--- config.mk ---
export PLATFORM = sky130hd
export DESIGN_NAME = elevator_call_scheduler
export DESIGN_NICKNAME = d
export VERILOG_FILES = /design/src/rtl/elevator_pkg.sv /design/src/rtl/elevator_call_picker.sv /design/src/rtl/elevator_call_scheduler.sv
export SDC_FILE = /design/constraint.sdc
export NUM_CORES = 1
export LEC_CHECK = 0
export CAP_MARGIN = 10
export CORE_UTILIZATION = 49
export CTS_CLUSTER_SIZE = 30
export DETAILED_ROUTE_END_ITERATION = 7
export PLACE_DENSITY_LB_ADDON = 0.2
export SYNTH_ARGS = -nofsm -noshare
export SYNTH_HDL_FRONTEND = slang
export SYNTH_SLANG_ARGS = --single-unit
export TNS_END_PERCENT = 10
--- constraint.sdc ---
create_clock -name clk -period 1.85 [get_ports clk]
set_input_delay 0.2775 -clock clk [delete_from_list [all_inputs] [get_ports clk]]
set_output_delay 0.2775 -clock clk [all_outputs]
set_load 0.05 [all_outputs]
--- src/rtl/elevator_pkg.sv ---
// Shared floor codes, scheduler state codes and defaults for the elevator call scheduler.
package elevator_pkg;

    localparam int unsigned FLOORS          = 4;
    localparam int unsigned DOOR_CYCLES_DEF = 8;

    localparam logic [1:0] GROUND = 2'd0;
    localparam logic [1:0] FIRST  = 2'd1;
    localparam logic [1:0] SECOND = 2'd2;
    localparam logic [1:0] THIRD  = 2'd3;

    typedef enum logic [1:0] {
        S_IDLE   = 2'd0,
        S_MOVING = 2'd1,
        S_DOOR   = 2'd2
    } state_t;

    function automatic logic [FLOORS-1:0] floor_onehot(input logic [1:0] floor);
        return 4'b0001 << floor;
    endfunction

endpackage

--- src/rtl/elevator_call_picker.sv ---
// Combinational SCAN helper: nearest pending floor strictly ahead of the car, and whether
// anything is pending strictly behind it.
module elevator_call_picker
    import elevator_pkg::*;
(
    input  logic [FLOORS-1:0] pending,
    input  logic [1:0]        cur_floor,
    input  logic              dir_up,
    output logic              ahead_valid,
    output logic [1:0]        ahead_floor,
    output logic              any_behind
);

    logic [FLOORS-1:0] above;
    logic [FLOORS-1:0] below;
    logic [FLOORS-1:0] ahead;
    logic [FLOORS-1:0] behind;

    always_comb begin
        above = '0;
        below = '0;
        unique case (cur_floor)
            GROUND: begin above = pending & 4'b1110; below = 4'b0000;           end
            FIRST:  begin above = pending & 4'b1100; below = pending & 4'b0001; end
            SECOND: begin above = pending & 4'b1000; below = pending & 4'b0011; end
            THIRD:  begin above = 4'b0000;           below = pending & 4'b0111; end
        endcase

        ahead       = dir_up ? above : below;
        behind      = dir_up ? below : above;
        ahead_valid = |ahead;
        any_behind  = |behind;

        // Nearest ahead: lowest set bit going up, highest set bit going down.
        ahead_floor = cur_floor;
        if (dir_up) begin
            for (int i = FLOORS - 1; i >= 0; i--) begin
                if (ahead[i]) ahead_floor = 2'(i);
            end
        end else begin
            for (int i = 0; i < FLOORS; i++) begin
                if (ahead[i]) ahead_floor = 2'(i);
            end
        end
    end

endmodule

--- src/rtl/elevator_call_scheduler.sv ---
// SCAN call scheduler for a 4-floor car: latches calls, picks targets, sequences door dwell.
module elevator_call_scheduler
    import elevator_pkg::*;
#(
    parameter int unsigned DOOR_CYCLES = DOOR_CYCLES_DEF,
    parameter int unsigned CNT_W       = 4
) (
    input  logic              clk,
    input  logic              rst,
    input  logic [FLOORS-1:0] call_req,
    input  logic [1:0]        cur_floor,
    output logic [1:0]        target_floor,
    output logic              door_open,
    output logic              dir_up,
    output logic              busy,
    output logic [FLOORS-1:0] pending
);

    localparam logic [CNT_W-1:0] DOOR_LAST = CNT_W'(DOOR_CYCLES - 1);

    state_t            state_q;
    state_t            state_d;
    logic [CNT_W-1:0]  cnt_q;
    logic [CNT_W-1:0]  cnt_d;
    logic [1:0]        target_d;
    logic              door_d;
    logic              dir_d;
    logic              busy_d;
    logic [FLOORS-1:0] pending_d;
    logic [FLOORS-1:0] clr;

    logic              ahead_valid;
    logic [1:0]        ahead_floor;
    logic              any_behind;

    elevator_call_picker u_picker (
        .pending     (pending),
        .cur_floor   (cur_floor),
        .dir_up      (dir_up),
        .ahead_valid (ahead_valid),
        .ahead_floor (ahead_floor),
        .any_behind  (any_behind)
    );

    always_comb begin
        state_d  = state_q;
        cnt_d    = cnt_q;
        target_d = target_floor;
        door_d   = door_open;
        dir_d    = dir_up;

        case (state_q)
            S_IDLE: begin
                target_d = cur_floor;
                if (pending[cur_floor]) begin
                    state_d = S_DOOR;
                    door_d  = 1'b1;
                    cnt_d   = DOOR_LAST;
                end else if (|pending) begin
                    state_d = S_MOVING;
                    if (!ahead_valid && any_behind) dir_d = ~dir_up;
                end
            end
            S_MOVING: begin
                if (cur_floor == target_floor && pending[cur_floor]) begin
                    state_d  = S_DOOR;
                    door_d   = 1'b1;
                    cnt_d    = DOOR_LAST;
                    target_d = cur_floor;
                end else if (ahead_valid) begin
                    target_d = ahead_floor;
                end else begin
                    // Only calls behind: park in IDLE, which reverses the sweep.
                    state_d = S_IDLE;
                end
            end
            S_DOOR: begin
                target_d = cur_floor;
                door_d   = 1'b1;
                if (cnt_q == '0) begin
                    state_d = S_IDLE;
                    door_d  = 1'b0;
                end else begin
                    cnt_d = cnt_q - CNT_W'(1);
                end
            end
            default: begin
                state_d = S_IDLE;
                door_d  = 1'b0;
            end
        endcase

        // Served floor is cleared on door entry and throughout the dwell, beating new calls.
        clr       = (state_q == S_DOOR || state_d == S_DOOR) ? floor_onehot(cur_floor) : '0;
        pending_d = (pending | call_req) & ~clr;
        busy_d    = (state_d != S_IDLE) || (|pending_d);
    end

    always_ff @(posedge clk) begin
        if (rst) begin
            state_q      <= S_IDLE;
            cnt_q        <= '0;
            target_floor <= GROUND;
            door_open    <= 1'b0;
            dir_up       <= 1'b1;
            busy         <= 1'b0;
            pending      <= '0;
        end else begin
            state_q      <= state_d;
            cnt_q        <= cnt_d;
            target_floor <= target_d;
            door_open    <= door_d;
            dir_up       <= dir_d;
            busy         <= busy_d;
            pending      <= pending_d;
        end
    end

endmodule

==> results by group <==
Synth
  • Unique masters post-synth: 47
  • Synth area leaders: dfxtp_1 30%, a21oi_1 5.5%, nor2_1 4.2%, o21ai_0 3.0%, inv_1 2.6%
  • Cell count after synthesis: 125
  • Avg Cell Area, Syn: 7.94 sq um
  • Mapped Nets: 134
  • Most used DFF post-synth: dfxtp_1
  • Post-synth top area cell: dfxtp_1
  • FF+latch count, synth: 15
  • Post-synth top cells: 15 x dfxtp_1, 11 x a21oi_1, 11 x nor2_1, 7 x inv_1, 7 x nand2_1
  • Post-synth top area share: 30.3%
  • Top-count cell post-synth: dfxtp_1
  • Sequential area share after synthesis: 30.3%
  • Post-synth ARST share: 0%
  • Mapped cell area: 992 sq um
  • Synthesis Warnings: 0
  • EDFF count, synth: 0

STA
  • Hold Vio Cnt, Final: 0
  • WHS: 498 ps
  • Fmax: 562 MHz
  • Slew Limit Fails: 0
  • Fin crit share: 96.1%
  • Final worst slack: 71.5 ps
  • Worst-margin pin slew: 525 ps
  • Setup Viol. Count Final: 0
  • Max transition margin: 64.9%
  • Worst Skew: 4.33 ps
  • RSZ-0062 raised after global routing: false
  • Tmin final: 1780 ps

Layout
  • Filler cell count: 156
  • Layout cells sized above 1: 18.1%
  • ANT cells: 0
  • Fin nets: 159
  • Layout area overhead: 31.4%

Worst setup path
  • Critical path fanouts, max: 3
  • Slowest CP cell: clkdlybuf4s50_1
  • Crit path buffers/inverters: 1
  • Kind of start point of the critical path: flip-flop
  • Worst path required time: 1570 ps
  • CP max stage delay: 830 ps
  • Crit path arrival time: 1500 ps
  • CP cell instances: clkdlybuf4s50_1
  • Crit path max-delay family: buffers and inverters
  • Endpoint type of the worst setup path: output port
  • Critical path type: flip-flop to output port

Routing
  • Initial DRC Count: 43
  • Total Wirelength: 2590 um
  • Remaining DRCs: 0
  • Routed vias: 1056
  • Wire per inst: 14.9 um
  • Vias/cell: 6.07
  • Drt first pass iters: 4
  • Post-route ant nets: 0

Die
  • Row count: 15
  • Die Area: 0.00221 sq mm
  • Core box area: 0.00182 sq mm
  • I/O pins: 17
  • Initial Util: 54.5%
  • Die Ht: 47 um
  • DIE WIDTH: 47 um

Power and ir drop
  • Total power: 1.14 mW
  • Power Dens Cells: 871 mW/mm^2
  • Static leakage power: 0.543 nW
  • Worst VDD drop: 0.823 mV

Global route
  • GRT Total Usage: 25.1%
  • First-pass GRT wire length: 3990 um
  • Initial antenna violation count: 0
  • Congestion Overflow GR: 0
  • Pin count of the biggest net entering global routing: 16
  • Vias in the first global route: 917

Clock tree
  • CTS H-tree lvls: 1
  • Reg clk slew, reported paths: 80 ps
  • TritonCTS buffer count: 3
  • Max Buffers Root-to-Sink: 2
  • TritonCTS clock tree: built
  • Post-CTS Hold Buffers: 0
  • Root buffer cell: clkbuf_4
  • Clk sinks: 15
  • Clock latency at the later pin of the worst-skew pair: 280 ps
  • Setup bufs post-CTS: 0

Placed design
  • I/O Buffers: 16
  • GPL Wtd Cong: 0.920
  • Dpl hpwl: 1800 um
  • Place WS: -299 ps

Run status
  • Status: complete, no violations

Hold path
  • Worst min path class: flip-flop to flip-flop

Run
  • Max-Cap Viols: 0
[cell usage in the layout (no fill, tap or decap), types with 2 or more instances in the layout]
cell type        Yosys  layout
dfxtp_2              0       4
clkbuf_4             0       3
nor3_1               3       3
nor2b_1              3       3
o221ai_1             2       2
nor4_1               2       2
dlymetal6s2s_1       0       5
xnor2_1              2       2
a21o_1               2       2
nor2_1              11      11
a21oi_1             11      10
clkdlybuf4s50_1      0       9
or3_1                2       2
o211ai_1             2       2
o2111ai_1            2       2
inv_1                7       7
buf_4                0      13
nand2b_1             4       4
dfxtp_1             15      11
nand3_1              5       5
a211oi_1             3       3
o21ai_0              6       6
a31oi_1              2       2
nand2_1              7       7
o21bai_1             3       3
[registers in the layout, indices dropped and copies added (netlist names)]
name and flops:
door_open 1, busy 1, cnt_q 4, dir_up 1
target_floor 2, pending 4, state_q 2
[report_power, final]
part | switching, mW | total [mW] | internal [mW]
Combinational | 0.301 | 0.523 | 0.223
Sequential | 0.0533 | 0.424 | 0.371
Clock | 0.104 | 0.188 | 0.0837
Total | 0.458 | 1.14 | 0.677
[worst reg2reg max path: stages, from the launching register on]
cell and delay (ps):
dfxtp_1 340, inv_1 70, ha_1 240, a21oi_1 290
a31oi_4 80, or4_1 500, a21oi_2 140
[repair_timing]
action,4_1_cts,5_1_grt
endpoints found under the setup margin,1,9
pin swaps,1,2
gates resized for setup,1,9
cloned,0,0
[path summary, 6_finish.rpt]
path,from,endpoint,slack (ps),cells past startpoint
min,cnt_q[1]$_SDFFE_PP0P_,cnt_q[1]$_SDFFE_PP0P_,500,2
max,target_floor[1]$_SDFFE_PP0P_,target_floor[1],70,1
min reg2reg,cnt_q[1]$_SDFFE_PP0P_,cnt_q[1]$_SDFFE_PP0P_,500,2
max reg2reg,cnt_q[0]$_SDFFE_PP0P_,cnt_q[3]$_SDFFE_PP0P_,110,6
[cell families after synthesis]
| logic type | Yosys count | synth area share (%) |
|---|---|---|
| adders and majority gates | 1 | 1.26 |
| muxes | 2 | 3.28 |
| and+or+nand+nor | 42 | 22.1 |
| AOI/OAI and AO/OA | 48 | 34.6 |
| DFF | 15 | 30.3 |
| xor gates and xnor gates | 2 | 1.77 |
| buffers and inverters | 15 | 6.81 |
[routing by layer]
metal | share of wire (%) | wire length (um) | track usage [%]
met4 | 1.1 | 28 | 2.86
met2 | 47 | 1230 | 43.1
met5 | 0 | 0 | 0
met1 | 46 | 1200 | 33.0
met3 | 5.4 | 140 | 6.15
[layout make-up]
cell class                 instances  area (sq um)  area share, %
inverter                           7          26.3           2.02
timing repair buffer              28           262           20.1
sequential                        15           305           23.4
clock buffer                       4          26.3           2.02
multi-input combinational         95           653           50.1
tap                               25          31.3           2.40
[per-stage QoR]
step	cells	cell area [sq um]	TNS (ps)	util, %
after floorplan	125	997	0	-
after global placement	170	1230	-2190	67.7
after detailed placement	170	1230	-2430	67.7
after CTS	174	1260	0	69.3
after global routing	174	1300	0	71.6
final	174	1300	0	71.6
Power figures use the tool's default switching activity.
